<file path="config.mk">
export PLATFORM = sky130hd
export DESIGN_NAME = pipe_hazard_ctrl
export DESIGN_NICKNAME = d
export VERILOG_FILES = /design/src/rtl/pipe_hazard_ctrl.sv
export SDC_FILE = /design/constraint.sdc
export NUM_CORES = 1
export LEC_CHECK = 0
export BUFFER_PORTS_ARGS = -buffer_cell sky130_fd_sc_hd__buf_2
export CAP_MARGIN = 20
export CORE_MARGIN = 2
export CORE_UTILIZATION = 29
export DETAILED_ROUTE_END_ITERATION = 6
export MAX_ROUTING_LAYER = met4
export PLACE_DENSITY = 0.77
export SYNTH_ARGS = -nofsm -noshare
export SYNTH_HDL_FRONTEND = slang
export SYNTH_SLANG_ARGS = --single-unit
</file>
<file path="constraint.sdc">
create_clock -name clk_i -period 1.82 [get_ports clk_i]
set_input_delay 0.364 -clock clk_i [delete_from_list [all_inputs] [get_ports clk_i]]
set_output_delay 0.364 -clock clk_i [all_outputs]
set_load 0.03 [all_outputs]
</file>
<file path="src/rtl/pipe_hazard_ctrl.sv">
`default_nettype none
//============================================================================
// Module      : pipe_hazard_ctrl
// Description : Pipeline control unit for a Y86-64 five-stage pipeline.
//               It drives the stall and bubble controls of the F/D/E/M/W pipe
//               registers. It detects load/use hazards, ret hazards,
//               mispredicted jumps and exception/halt conditions.
//               After reset it forces a fixed-length flush, because the pipe
//               registers have no reset of their own. Once a non-AOK status
//               reaches writeback, it latches a terminal HALTED state.
//
//               Optional build macro PIPE_HAZARD_CTRL_PERF_EN:
//                 defined   -> four saturating performance counters exist
//                 undefined -> the counter ports are tied to 0
//
// Ports       : clk_i, rst_n_i      clock / async active-low reset
//               D_icode_i, d_srcA_i, d_srcB_i   decode-stage info
//               E_icode_i, E_dstM_i, e_Cnd_i    execute-stage info
//               M_icode_i, m_stat_i             memory-stage info
//               W_stat_i                        writeback status
//               F_stall_o .. W_stall_o          pipe register controls
//               halted_o, halt_stat_o           halt indication / status
//               cyc_cnt_o, lu_cnt_o, mp_cnt_o, ret_cnt_o   perf counters
// Revision    : 1.0 - initial release
//============================================================================
module pipe_hazard_ctrl #(
   parameter int FLUSH_CYCLES = 4,
   parameter int CNT_W        = 32
) (
   input  logic             clk_i,
   input  logic             rst_n_i,
   input  logic [3:0]       D_icode_i,
   input  logic [3:0]       d_srcA_i,
   input  logic [3:0]       d_srcB_i,
   input  logic [3:0]       E_icode_i,
   input  logic [3:0]       E_dstM_i,
   input  logic             e_Cnd_i,
   input  logic [3:0]       M_icode_i,
   input  logic [2:0]       m_stat_i,
   input  logic [2:0]       W_stat_i,
   output logic             F_stall_o,
   output logic             D_stall_o,
   output logic             D_bubble_o,
   output logic             E_bubble_o,
   output logic             M_bubble_o,
   output logic             W_stall_o,
   output logic             halted_o,
   output logic [2:0]       halt_stat_o,
   output logic [CNT_W-1:0] cyc_cnt_o,
   output logic [CNT_W-1:0] lu_cnt_o,
   output logic [CNT_W-1:0] mp_cnt_o,
   output logic [CNT_W-1:0] ret_cnt_o
);

   localparam logic [2:0] c_SAOK    = 3'h1;
   localparam logic [2:0] c_SADR    = 3'h2;
   localparam logic [2:0] c_SINS    = 3'h3;
   localparam logic [2:0] c_SHLT    = 3'h4;
   localparam logic [3:0] c_IMRMOVQ = 4'h5;
   localparam logic [3:0] c_IJXX    = 4'h7;
   localparam logic [3:0] c_IRET    = 4'h9;
   localparam logic [3:0] c_IPOPQ   = 4'hB;
   localparam logic [3:0] c_RNONE   = 4'hF;

   // The flush counter only needs to reach FLUSH_CYCLES-1.
   localparam int            c_FC_W       = (FLUSH_CYCLES > 2) ? $clog2(FLUSH_CYCLES) : 1;
   localparam logic [c_FC_W-1:0] c_FLUSH_LAST = c_FC_W'(FLUSH_CYCLES - 1);

   typedef enum logic [1:0] {
      ST_FLUSH  = 2'd0,
      ST_RUN    = 2'd1,
      ST_HALTED = 2'd2
   } state_t;

   state_t              r_state, w_state_nxt;
   logic [c_FC_W-1:0]   r_flush_cnt, w_flush_cnt_nxt;
   logic [2:0]          r_halt_stat, w_halt_stat_nxt;

   logic w_lu, w_rt, w_mp, w_rt_nolu, w_m_exc, w_w_exc;

   function automatic logic is_exc(input logic [2:0] stat);
      return (stat == c_SADR) || (stat == c_SINS) || (stat == c_SHLT);
   endfunction

   // Hazard detection, evaluated continuously and used only in RUN.
   always_comb begin
      w_lu      = ((E_icode_i == c_IMRMOVQ) || (E_icode_i == c_IPOPQ)) &&
                  (E_dstM_i != c_RNONE) &&
                  ((E_dstM_i == d_srcA_i) || (E_dstM_i == d_srcB_i));
      w_rt      = (D_icode_i == c_IRET) || (E_icode_i == c_IRET) || (M_icode_i == c_IRET);
      w_mp      = (E_icode_i == c_IJXX) && !e_Cnd_i;
      // A load/use stall holds the ret in D, so the ret bubble waits for it.
      w_rt_nolu = w_rt && !w_lu;
      w_m_exc   = is_exc(m_stat_i);
      w_w_exc   = is_exc(W_stat_i);
   end

   always_ff @(posedge clk_i or negedge rst_n_i) begin
      if (!rst_n_i) begin
         r_state     <= ST_FLUSH;
         r_flush_cnt <= '0;
         r_halt_stat <= c_SAOK;
      end else begin
         r_state     <= w_state_nxt;
         r_flush_cnt <= w_flush_cnt_nxt;
         r_halt_stat <= w_halt_stat_nxt;
      end
   end

   always_comb begin
      w_state_nxt     = r_state;
      w_flush_cnt_nxt = r_flush_cnt;
      w_halt_stat_nxt = r_halt_stat;
      F_stall_o       = 1'b1;
      D_stall_o       = 1'b0;
      D_bubble_o      = 1'b1;
      E_bubble_o      = 1'b1;
      M_bubble_o      = 1'b1;
      W_stall_o       = 1'b0;
      halted_o        = 1'b0;
      case (r_state)
         ST_FLUSH: begin
            if (r_flush_cnt == c_FLUSH_LAST) begin
               w_state_nxt     = ST_RUN;
               w_flush_cnt_nxt = '0;
            end else begin
               w_flush_cnt_nxt = r_flush_cnt + c_FC_W'(1);
            end
         end
         ST_RUN: begin
            F_stall_o  = w_lu || w_rt;
            D_stall_o  = w_lu;
            D_bubble_o = w_mp || w_rt_nolu;
            E_bubble_o = w_mp || w_lu;
            M_bubble_o = w_m_exc || w_w_exc;
            W_stall_o  = w_w_exc;
            if (w_w_exc) begin
               w_state_nxt     = ST_HALTED;
               w_halt_stat_nxt = W_stat_i;
            end
         end
         ST_HALTED: begin
            D_stall_o  = 1'b1;
            D_bubble_o = 1'b0;
            W_stall_o  = 1'b1;
            halted_o   = 1'b1;
         end
         default: begin
            w_state_nxt     = ST_FLUSH;
            w_flush_cnt_nxt = '0;
         end
      endcase
   end

   assign halt_stat_o = r_halt_stat;

`ifdef PIPE_HAZARD_CTRL_PERF_EN
   logic             w_run;
   logic [CNT_W-1:0] r_cyc_cnt, r_lu_cnt, r_mp_cnt, r_ret_cnt;

   assign w_run = (r_state == ST_RUN);

   // Saturating counters, live only while the pipeline is running.
   always_ff @(posedge clk_i or negedge rst_n_i) begin
      if (!rst_n_i) begin
         r_cyc_cnt <= '0;
         r_lu_cnt  <= '0;
         r_mp_cnt  <= '0;
         r_ret_cnt <= '0;
      end else if (w_run) begin
         if (r_cyc_cnt != '1)              r_cyc_cnt <= r_cyc_cnt + CNT_W'(1);
         if (w_lu      && r_lu_cnt  != '1) r_lu_cnt  <= r_lu_cnt  + CNT_W'(1);
         if (w_mp      && r_mp_cnt  != '1) r_mp_cnt  <= r_mp_cnt  + CNT_W'(1);
         if (w_rt_nolu && r_ret_cnt != '1) r_ret_cnt <= r_ret_cnt + CNT_W'(1);
      end
   end

   assign cyc_cnt_o = r_cyc_cnt;
   assign lu_cnt_o  = r_lu_cnt;
   assign mp_cnt_o  = r_mp_cnt;
   assign ret_cnt_o = r_ret_cnt;
`else
   assign cyc_cnt_o = '0;
   assign lu_cnt_o  = '0;
   assign mp_cnt_o  = '0;
   assign ret_cnt_o = '0;
`endif

endmodule
`default_nettype wire

</file>
* Yosys cells after proc, flatten, opt, wreduce, memory -nomap -nowiden
Cells that the tools add are included.
** Word-level totals
- Input port bits :: 33
- Output and inout port bits :: 138
- Bits in registers :: 7
- Word-level logic and storage cells :: 59
** Operators by class
- Bitwise logic cells :: 1
- Eq/ne operators :: 20
- Reduce and logical (&&, ||, !) cells :: 22
- Add/subtract/negate cells :: 1
- Muxes and demuxes :: 12
** Operator list (count)
- $eq A4 B4 Y1 const B :: 4
- $eq A3 B2 Y1 const B :: 4
- $logic_or A1 B1 Y1 :: 12
- $eq A4 B3 Y1 const B :: 2
- $eq A4 B4 Y1 :: 2
- $eq A3 B3 Y1 const B :: 2
- $mux W2 :: 3
- $pmux W1 S2 :: 3
- $pmux W2 S3 :: 1
- $eq A2 B2 Y1 const B :: 2
- $logic_and A1 B1 Y1 :: 4
- $mux W1 :: 4
- $ne A2 B2 Y1 const B :: 2
- $ne A4 B4 Y1 const B :: 1
- $pmux W2 S2 :: 1
- $reduce_and A3 Y1 :: 1
- $add A2 B1 Y2 const B :: 1
- $eq A2 B1 Y1 const B :: 1
- $logic_not A1 Y1 :: 2
- $logic_not A2 Y1 :: 1
- $reduce_and A2 Y1 :: 1
- $reduce_or A2 Y1 :: 1
- $not A1 Y1 :: 1

* Depth between registers and ports, before layout
Gate-level depths: netlist of run 1.
- Word-level depth :: 8
- Mapped depth :: 6
- Mapped depth without buffers :: 6

* Least setup slack after synthesis of run 1
OpenSTA, ideal clock, no wires.
- Path type :: reg2out
- Start :: register r_state[0]
- End :: output D_bubble_o
- Path slack :: -0.079 ns
- Buffers on the path :: 0
- Stages on the path, launching flop included :: 5
- Data arrival time :: 1.535 ns
- Required time :: 1.456 ns
- Cells stage by stage :: dfrtp_1 > inv_1 > ha_1 > a22o_1 > a21oi_1
** On the way
- Word-level cells in the longest chain between the ends :: 2
- Elaborated cells between the ends (all ways) :: 3
- Those cells by class :: 2 x eq/ne; 1 x mux
** RTL lines
- start: declaration :: RTL line 75 : state_t r_state, w_state_nxt;
- start signal: assignment :: RTL line 104 : r_state <= w_state_nxt;
- $eq A2 B2 Y1 / $eq A2 B1 Y1 (equally long branches) :: RTL line 121 : case (r_state)
- $pmux W1 S2 (*) :: RTL line 121
- end: declaration :: RTL line 43 : output logic D_bubble_o,
Every way passes the cells marked *; elsewhere a longest branch is shown, timed or not.

* Worst setup path in the final report of run 1
Ends and elaborated chain as after synthesis.

==> results.toml, run 1 <==
[cts]
cts-buffers-inserted = 3
cts.reportedPaths.clkPinSlew_ns = 0.04
cts_root_buffer = "sky130_fd_sc_hd__clkbuf_8"
clkSinkCount = 7
cts_buffer_depth = 2
clock_tree.htree_level_count = 1
cts_tree = "yes"
clock_latency_on_the_worst_skew_pair_ns = 0.23

[placement]
place.detailed.instances = 323
dp.final_hpwl_um = 2450
gpl.final_weighted_congestion = 0.709
io_buffer_count = 42

[finish]
seq_area_sq_um = 176
insertedDiodeCount = 0
final_net_count = 299
finalCoreUtilization_pct = 30.7
drive_above_1_share_pct = 27.7
multiInputGateArea_sq_um = 1060
final_cell_count_no_fill = 332
filler_cell_count = 608
layout-area-overhead-vs-synth_pct = 1.88

[synth]
netlist-cell-type-count = 36
syn-instance-count = 206
ys_seq_area_share_pct = 10.6
synthDominantCellAreaShare_pct = 57.6
async_flop_share_pct = 100
ys_seq_elements = 7
synth_enable_flop_cells = 0
synth_top_cells_by_area = "sky130_fd_sc_hd__buf_4 (58%), sky130_fd_sc_hd__dfrtp_1 (9.0%), sky130_fd_sc_hd__xor2_1 (4.7%)"
synth_warnings = 0
yosys_most_used_dff = "sky130_fd_sc_hd__dfrtp_1"
synthesis.area_sq_um = 1670
post_synth.cell_area_avg_sq_um = 8.10
synth_top_area_cell = "sky130_fd_sc_hd__buf_4"

[worst_hold_path]
min-delay-path-class = "input pin to flop"

[grt]
vias_in_the_first_global_route = 834
total_global_routing_track_utilization_pct = 7.42
largest_net_degree_at_the_start_of_global_routing = 8
grt_antenna_before_repair = 0
gr-total-overflow = 0
grt_first_pass_wirelength_um = 3510

[power]
power.leakage_nw = 0.980
cellPowerDensity_nw_per_um2 = 975
vdd_ir_drop_max_uv = 392

[sta]
rsz_0062_raised_after_global_routing = "true"
fmax_mhz = 534
fin_worst_skew_ns = 0.00627
report.final.slew_viol_count = 0
finalHoldWorstSlack_ns = 0.436
worst_setup_slack_final_ns = -0.0513
finalHoldViolCount = 0
fin_crit_ns = 1.87
report.final.setup_viol = 2
min_period_over_period_pct = 103

[route]
vias = 1106
routedWlPerCell_um = 8.61
dr.first_iter.drc_count = 6
routed_via_density = 3.33
remaining_routing_drc_violations = 0
postRouteWirelength_um = 2860
post_route_ant_nets = 0
drt_pre_antenna_iters = 3

[setup_path]
crit_path_end_kind = "primary output"
setup.worst_path.class = "flop to primary output"
cp_data_required_time_ns = 1.46
maximum_fanout_along_the_worst_path = 5
timing.critical_path.from_type = "flop"
critical_path_arrival_ns = 1.51

[floorplan]
io_pins = 171
die_h_um = 79.8
placeableCoreArea_sq_um = 5540
core.rowCount = 27
area_of_the_die_sq_um = 6370
dieWidth_um = 79.8
initial_utilization_pct = 30.1

[outcome]
failed_checks = "setup timing"
result_of_the_run = "finished with violations"

[job]
timing.max_cap.violations = 0
-- registers in the layout, indices dropped and copies added (netlist names) --
| signal | cells |
|---|---|
| r_state | 2 |
| r_flush_cnt | 2 |
| halt_stat_o | 3 |
-- worst paths after layout --
kind                                            startpoint                          to  slack (ns)  cells past startpoint
worst min register to register  r_flush_cnt[1]$_DFFE_PN0N_  r_flush_cnt[1]$_DFFE_PN0N_        0.49                      2
worst max-delay path                r_state[0]$_DFFE_PN0P_                  D_bubble_o       -0.05                      6
max in group asynchronous                          rst_n_i  halt_stat_o[0]$_DFFE_PN1P_        1.08                      2
worst min-delay path                           W_stat_i[1]  halt_stat_o[2]$_DFFE_PN0P_        0.44                      2
worst max register to register      r_state[0]$_DFFE_PN0P_      r_state[1]$_DFFE_PN0P_        0.10                      7
min in group asynchronous                          rst_n_i  halt_stat_o[2]$_DFFE_PN0P_        0.50                      2
-- placed cells by master (no fill, tap or decap), types with 2 or more instances in the layout --
cell,Yosys,routed
sky130_fd_sc_hd__ha_4,0,2
sky130_fd_sc_hd__nor2_1,3,3
sky130_fd_sc_hd__nor2b_1,3,3
sky130_fd_sc_hd__xor2_1,9,7
sky130_fd_sc_hd__nor3b_1,3,3
sky130_fd_sc_hd__nor4_4,0,2
sky130_fd_sc_hd__nand2b_2,2,2
sky130_fd_sc_hd__xor2_2,0,2
sky130_fd_sc_hd__a21oi_1,6,5
sky130_fd_sc_hd__conb_1,1,128
sky130_fd_sc_hd__inv_1,4,3
sky130_fd_sc_hd__buf_4,128,10
sky130_fd_sc_hd__buf_2,0,36
sky130_fd_sc_hd__o21ai_0,2,2
sky130_fd_sc_hd__buf_6,0,4
sky130_fd_sc_hd__clkbuf_8,0,3
sky130_fd_sc_hd__ha_1,5,2
sky130_fd_sc_hd__dfrtp_1,6,6
sky130_fd_sc_hd__nor4bb_1,3,3
sky130_fd_sc_hd__nand2_1,8,7
-- stage by stage --
stage | cell area [sq um] | setup slack, ns | total power [mW] | setup TNS, ns
4_1_cts | 1640 | -0.0683 | 1.62 | -0.0685
6_report | 1700 | -0.0513 | 1.66 | -0.0843
3_3_place_gp | 1520 | -0.107 | 1.28 | -0.129
3_5_place_dp | 1520 | -0.0796 | 1.29 | -0.103
2_1_floorplan | 2150 | 0.0205 | 1.27 | 0
5_1_grt | 1700 | -0.128 | 1.77 | -0.386
-- critical path: stages, from the launching register on --
cell	delay (ns)
sky130_fd_sc_hd__dfrtp_1	0.40
sky130_fd_sc_hd__buf_6	0.13
sky130_fd_sc_hd__ha_4	0.17
sky130_fd_sc_hd__o31a_1	0.11
sky130_fd_sc_hd__a22o_1	0.19
sky130_fd_sc_hd__a21oi_2	0.12
sky130_fd_sc_hd__buf_6	0.14
-- routing by layer --
metal	up-vias	global-route usage, %	wire (um)	part of all wire, %
li1	519	-	-	-
met1	493	7.11	898	31
met2	92	14.5	1600	56
met3	2	1.02	339	12
met4	0	3.56	22	0.77
met5	-	-	0	0
-- cell type report --
cell class,instances,share of cell area (%)
Clock buffer,4,2.65
Inverter,4,0.884
Multi-Input combinational cell,194,62.5
Sequential cell,7,10.4
Tap cell,72,5.30
Timing Repair Buffer,51,18.3
-- cell usage after synthesis (2+ instances only) --
cell	n
sky130_fd_sc_hd__a21oi_1	6
sky130_fd_sc_hd__nor3b_1	3
sky130_fd_sc_hd__nor2_1	3
sky130_fd_sc_hd__xor2_1	9
sky130_fd_sc_hd__nor4_2	2
sky130_fd_sc_hd__o21ai_0	2
sky130_fd_sc_hd__nor2b_1	3
sky130_fd_sc_hd__dfrtp_1	6
sky130_fd_sc_hd__ha_1	5
sky130_fd_sc_hd__inv_1	4
sky130_fd_sc_hd__nor4bb_1	3
sky130_fd_sc_hd__nand2_1	8
sky130_fd_sc_hd__buf_4	128
sky130_fd_sc_hd__nand2b_2	2
-- power by group --
part,total [mW],internal (mW),switching (mW)
clock network,0.222,0.152,0.0698
registers,0.264,0.222,0.0413
logic,1.17,0.395,0.776
total,1.66,0.769,0.887
-- timing repair --
action	4_1_cts	5_1_grt
buffers inserted	2	2
pin swaps	2	5
hold endpoints to repair	6	0
hold buffers	1	0
setup endpoints to repair	6	6
gates resized for setup	12	10
cloned	0	0
-- cells by family (layout without fill, tap and decap cells) --
kind of cell | count (synthesis) | after routing | share of synthesized area [%]
AO/OA/AOI/OAI | 19 | 19 | 8.40
XOR/XNOR | 9 | 9 | 4.73
adder cells (fa/ha/maj) | 5 | 5 | 3.75
buffers and inverters | 132 | 59 | 58.5
flip-flops | 7 | 7 | 10.6
multiplexers | 2 | 2 | 1.50
other | 1 | 128 | 0.225
AND/OR/NAND/NOR | 31 | 31 | 12.3
Note: power is estimated with default switching activity, not from simulation.
==> run 2: changes to the inputs <==
==> constraint.sdc (replaced) <==
create_clock -name clk_i -period 2.1 [get_ports clk_i]
set_input_delay 0.42 -clock clk_i [delete_from_list [all_inputs] [get_ports clk_i]]
set_output_delay 0.42 -clock clk_i [all_outputs]
set_load 0.03 [all_outputs]
==> run 2 against run 1 <==
The flow now finishes without violations; utilization fell by 2.2 points; combinational power shrank 24%; first-iteration DRC count grew 50%; register-to-register slack gained 0.45 ns; largest cell class unchanged; highest routed layer unchanged.
==> results.toml, run 2 (synthesis results as in run 1) <==
[route]
postRouteWirelength_um = 2780
remaining_routing_drc_violations = 0
routedWlPerCell_um = 8.56
drt_pre_antenna_iters = 4
dr.first_iter.drc_count = 9
post_route_ant_nets = 0
vias = 1086
routed_via_density = 3.34

[setup_path]
ff2ff_setup_slack_ns = 0.55
setup.worst_path.class = "flop to primary output"
cp_data_required_time_ns = 1.68
r2r_end = "r_state[1]$_DFFE_PN0P_"
crit_path_end_kind = "primary output"
worst_path_max_delay_cell = "sky130_fd_sc_hd__dfrtp_2"
maximum_fanout_along_the_worst_path = 7
slowest_delay_ns = 0.41
worst_setup_path_startpoint = "r_state[0]$_DFFE_PN0P_"
timing.critical_path.to = "D_stall_o"
reg2regPathDepth = 5
worstReg2RegStart = "r_state[0]$_DFFE_PN0P_"
crit_chain = "inv_1 -> ha_2 -> o311a_1 -> o211ai_1 -> nand2_1 -> buf_2"
timing.critical_path.from_type = "flop"
critical_path_arrival_ns = 1.62

[sta]
report.final.setup_viol = 0
final.setup.tns_ns = 0
rsz_0062_raised_after_global_routing = "true"
finalHoldViolCount = 0
fmax_mhz = 490
report.final.slew_viol_count = 0
fin_worst_skew_ns = 0.000825
fin_crit_ns = 2.04
min_period_over_period_pct = 97.2

[finish]
insertedDiodeCount = 0
most_frequent_cells_in_the_layout = "sky130_fd_sc_hd__conb_1 (128), sky130_fd_sc_hd__buf_2 (41), sky130_fd_sc_hd__xor2_1 (9)"
drive_above_1_share_pct = 24.5
layout-area-overhead-vs-synth_pct = -5.40
final_net_count = 292
mostFrequentLayoutCell = "sky130_fd_sc_hd__conb_1"
largest_reg_flops = 3
post-route-cell-area_sq_um = 1580

[cts]
cts_root_buffer = "sky130_fd_sc_hd__clkbuf_8"
clock_latency_on_the_worst_skew_pair_ns = 0.22
clkSinkCount = 7
cts-buffers-inserted = 3
clock_tree.htree_level_count = 1
cts_tree = "yes"
postCtsSetupRepairBufs = 0
cts.reportedPaths.clkPinSlew_ns = 0.04
cts_buffer_depth = 2
number_of_hold_buffers_added_after_cts = 0

[placement]
dp.final_hpwl_um = 2470
placed_cell_area_sq_um = 1500
io_buffer_count = 42
gpl.final_weighted_congestion = 0.727

[floorplan]
die_h_um = 79.8
initial_utilization_pct = 30.1
io_pins = 171
placeableCoreArea_sq_um = 5540
area_of_the_die_sq_um = 6370
dieWidth_um = 79.8
core.rowCount = 27

[grt]
largest_net_degree_at_the_start_of_global_routing = 9
grt_antenna_before_repair = 0
total_global_routing_track_utilization_pct = 7.15
grt_use_met2_pct = 12.9
grt_first_pass_wirelength_um = 3380
gr-usage-met3_pct = 0.792
grt_util_met1_pct = 7.73
vias_in_the_first_global_route = 783
gr-total-overflow = 0
grt-busiest-layer = "met2"

[power]
vdd_ir_drop_max_uv = 333
power.leakage_nw = 0.934
seqPwrFrac_pct = 17.9
power.share.combinational_pct = 67.9
power_switching_uw = 735
power.internal_uw = 574
clock_power_share_pct = 14.2
swShare_pct = 56.2
total_power_mw = 1.31
cellPowerDensity_nw_per_um2 = 829

[job]
timing.max_cap.violations = 0

[outcome]
result_of_the_run = "finished, final reports clean"

[worst_hold_path]
min-delay-path-class = "input pin to asynchronous set/reset pin"
[run 2: cell count changes in the layout (fill, tap and decap cells not counted), sizes merged]
cell / change
dlygate4sd3: -1
buf: -6
[run 2: worst max-delay path, delay by kind of cell, from the launching register on]
family / cells / cell delay (ns)
compound gates: 2 / 0.26
fa+ha+maj: 1 / 0.40
buf+inv: 2 / 0.27
flops: 1 / 0.41
simple gates: 1 / 0.07
[run 2: power by group through the flow]
stage / Sequential (mW) / Combinational (mW) / Clock (mW)
3_5_place_dp: 0.228 / 0.861 / 0
5_1_grt: 0.241 / 0.960 / 0.202
3_3_place_gp: 0.225 / 0.850 / 0
2_1_floorplan: 0.262 / 0.838 / 0
6_report: 0.234 / 0.888 / 0.186
4_1_cts: 0.228 / 0.880 / 0.192
[run 2: metal layers]
| layer | wire length, um | vias up | part of all wire, % |
|---|---|---|---|
| met4 | 27 | 0 | 0.97 |
| li1 | - | 506 | - |
| met3 | 349 | 2 | 13 |
| met1 | 885 | 483 | 32 |
| met2 | 1520 | 95 | 55 |
| met5 | 0 | - | 0 |
[run 2: worst min-delay path by stage]
stage,from,endpoint,slack [ns],cells after the start
finish,rst_n_i,r_state[1]$_DFFE_PN0P_,0.03,1
global route,rst_n_i,halt_stat_o[2]$_DFFE_PN0P_,0.03,1
CTS,rst_n_i,r_state[0]$_DFFE_PN0P_,0.03,1
detailed placement,rst_n_i,halt_stat_o[1]$_DFFE_PN0P_,0.27,1
global placement,rst_n_i,halt_stat_o[1]$_DFFE_PN0P_,0.26,1
floorplan,rst_n_i,halt_stat_o[1]$_DFFE_PN0P_,0.12,0
[run 2: area by class of cell]
class / instances / area [sq um]
clock buffers: 4 / 45.0
fillers: 618 / 3960
inverters: 4 / 15.0
multi-input cells: 194 / 1020
flip-flops and latches: 7 / 178
well taps: 72 / 90.1
repair buffers: 44 / 228
[run 2: what timing repair did]
action,4_1_cts,5_1_grt
resized for setup,3,5
pin swaps,0,0
cloned,0,0
setup endpoints to repair,2,2
[run 2: stage by stage]
| step | utilization [%] | std cells | worst slack [ns] | hold WS, ns |
|---|---|---|---|---|
| after floorplan | - | 333 | 0.145 | 0.124 |
| after global placement | 27.1 | 321 | 0.0559 | 0.259 |
| final | 28.5 | 325 | 0.0585 | 0.0261 |
| after detailed placement | 27.1 | 321 | -0.00174 | 0.267 |
| after global routing | 28.5 | 325 | -0.0297 | 0.0349 |
| after CTS | 28.0 | 325 | -0.000801 | 0.0292 |
==> run 3: changes to the inputs <==
--- a/config.mk
+++ b/config.mk
@@ -7,9 +7,10 @@
 export LEC_CHECK = 0
 export BUFFER_PORTS_ARGS = -buffer_cell sky130_fd_sc_hd__buf_2
 export CAP_MARGIN = 20
-export CORE_MARGIN = 2
+export CORE_MARGIN = 3
 export CORE_UTILIZATION = 29
 export DETAILED_ROUTE_END_ITERATION = 6
+export HOLD_SLACK_MARGIN = 0.06
 export MAX_ROUTING_LAYER = met4
 export PLACE_DENSITY = 0.77
 export SYNTH_ARGS = -nofsm -noshare
==> run 3 against run 2 <==
Total power up 1.1%; global-route usage up 0.35 points; highest routed layer unchanged; clock skew increased by 0.0010 ns; critical endpoint is now W_stall_o; fmax increased by 1.5%; design area fell by 0.56%; critical path depth fell by 1.
==> results.toml, run 3 (synthesis results as in run 1) <==
[setup_path]
worstReg2RegStart = "r_state[0]$_DFFE_PN0P_"
timing.critical_path.to = "W_stall_o"
reg2regPathDepth = 5
worst_setup_path_startpoint = "r_state[0]$_DFFE_PN0P_"
maximum_fanout_along_the_worst_path = 6
setup.worst_path.class = "flop to primary output"
critical_path_arrival_ns = 1.59
r2r_end = "r_state[1]$_DFFE_PN0P_"
ff2ff_setup_slack_ns = 0.55
crit_path_end_kind = "primary output"
timing.critical_path.from_type = "flop"
cp_data_required_time_ns = 1.68

[worst_hold_path]
min-delay-path-class = "input pin to flop"
hold_path_depth = 2

[finish]
drive_above_1_share_pct = 23.2
final_net_count = 293
most_frequent_cells_in_the_layout = "sky130_fd_sc_hd__conb_1 (128), sky130_fd_sc_hd__buf_2 (41), sky130_fd_sc_hd__xor2_1 (9)"
insertedDiodeCount = 0
layout-area-overhead-vs-synth_pct = -5.93
largest_reg_flops = 3
finalCoreUtilization_pct = 29.4
mostFrequentLayoutCell = "sky130_fd_sc_hd__conb_1"

[floorplan]
placeableCoreArea_sq_um = 5340
area_of_the_die_sq_um = 6700
die_h_um = 81.8
io_pins = 171
core.rowCount = 26
dieWidth_um = 81.8
initial_utilization_pct = 31.3

[route]
routed_via_density = 3.36
vias = 1088
remaining_routing_drc_violations = 0
post_route_ant_nets = 0
drt_pre_antenna_iters = 4
routedWlPerCell_um = 9.19
dr.first_iter.drc_count = 16
postRouteWirelength_um = 2980

[cts]
postCtsSetupRepairBufs = 0
cts.reportedPaths.clkPinSlew_ns = 0.04
cts_tree = "yes"
cts-buffers-inserted = 3
cts_root_buffer = "sky130_fd_sc_hd__clkbuf_8"
clock_tree.htree_level_count = 1
cts_buffer_depth = 2
clock_latency_on_the_worst_skew_pair_ns = 0.22
clkSinkCount = 7

[grt]
largest_net_degree_at_the_start_of_global_routing = 9
grt_antenna_before_repair = 0
grt_first_pass_wirelength_um = 3690
gr-total-overflow = 0
vias_in_the_first_global_route = 865
total_global_routing_track_utilization_pct = 7.51

[power]
power.leakage_nw = 0.930
cellPowerDensity_nw_per_um2 = 843
vdd_ir_drop_max_uv = 348

[sta]
final.setup.tns_ns = 0
finalHoldWorstSlack_ns = 0.497
report.final.setup_viol = 0
fin_crit_ns = 2.01
fmax_mhz = 497
fin_worst_skew_ns = 0.00183
rsz_0062_raised_after_global_routing = "false"
report.final.slew_viol_count = 0
min_period_over_period_pct = 95.8
finalHoldViolCount = 0

[job]
timing.max_cap.violations = 0

[placement]
gpl.final_weighted_congestion = 0.652
dp.final_hpwl_um = 2680
io_buffer_count = 42

[outcome]
result_of_the_run = "finished, final reports clean"
## run 3: cell types whose count changed in the layout (fill, tap and decap cells not counted)
| cell | change |
|---|---|
| sky130_fd_sc_hd__dfrtp_1 | +1 |
| sky130_fd_sc_hd__dfrtp_2 | -1 |
| sky130_fd_sc_hd__dlygate4sd3_1 | +1 |
| sky130_fd_sc_hd__inv_1 | +1 |
| sky130_fd_sc_hd__inv_2 | -1 |
| sky130_fd_sc_hd__nor4bb_1 | +1 |
| sky130_fd_sc_hd__nor4bb_4 | -1 |
## run 3: worst max-delay path, stage by stage, from the launching register on
cell and delay, ns:
sky130_fd_sc_hd__dfrtp_1 0.44, sky130_fd_sc_hd__inv_1 0.10, sky130_fd_sc_hd__ha_1 0.33, sky130_fd_sc_hd__buf_4 0.15
sky130_fd_sc_hd__nor2b_1 0.14, sky130_fd_sc_hd__buf_2 0.21
## run 3: through the flow
stage,worst slack (ns),cells,total power [mW],cell area [sq um]
global route,0.00947,324,1.43,1570
floorplan,0.145,333,1.10,2140
CTS,0.0298,324,1.30,1550
detailed placement,0.104,319,1.10,1500
finish,0.0890,324,1.32,1570
global placement,-0.0407,319,1.08,1500
## run 3: power breakdown
part | total (mW) | internal (mW) | switching [mW]
combinational | 0.902 | 0.251 | 0.650
sequential | 0.232 | 0.193 | 0.0388
clock | 0.189 | 0.131 | 0.0580
total | 1.32 | 0.575 | 0.747
## run 3: layout make-up
type	instances	area [sq um]
Clock buffer	4	45.0
Sequential cell	7	176
Fill cell	585	3770
Inverter	4	15.0
Multi-Input combinational cell	194	1010
Tap cell	70	87.6
Timing Repair Buffer	45	238
## run 3: worst min-delay path by stage
stage	startpoint	end	slack, ns
floorplan	rst_n_i	halt_stat_o[1]$_DFFE_PN0P_	0.12
global placement	rst_n_i	halt_stat_o[1]$_DFFE_PN0P_	0.26
detailed placement	rst_n_i	halt_stat_o[1]$_DFFE_PN0P_	0.26
CTS	W_stat_i[1]	halt_stat_o[2]$_DFFE_PN0P_	0.50
global route	W_stat_i[1]	halt_stat_o[2]$_DFFE_PN0P_	0.52
finish	W_stat_i[1]	halt_stat_o[2]$_DFFE_PN0P_	0.50
## run 3: metal layers
layer | routed length [um] | track usage [%] | up-vias | share of wire (%)
met5 | 0 | - | - | 0
met4 | 59 | 4.15 | 0 | 2.0
met3 | 444 | 1.86 | 6 | 15
met2 | 1590 | 13.7 | 99 | 53
met1 | 880 | 7.15 | 476 | 30
li1 | - | - | 507 | -
## run 3: what timing repair did
item,4_1_cts,5_1_grt
pin swaps,0,0
cloned,0,0
endpoints found under the hold margin,6,0
hold buffers,1,0
gates resized for setup,1,4
setup endpoints to repair,1,1
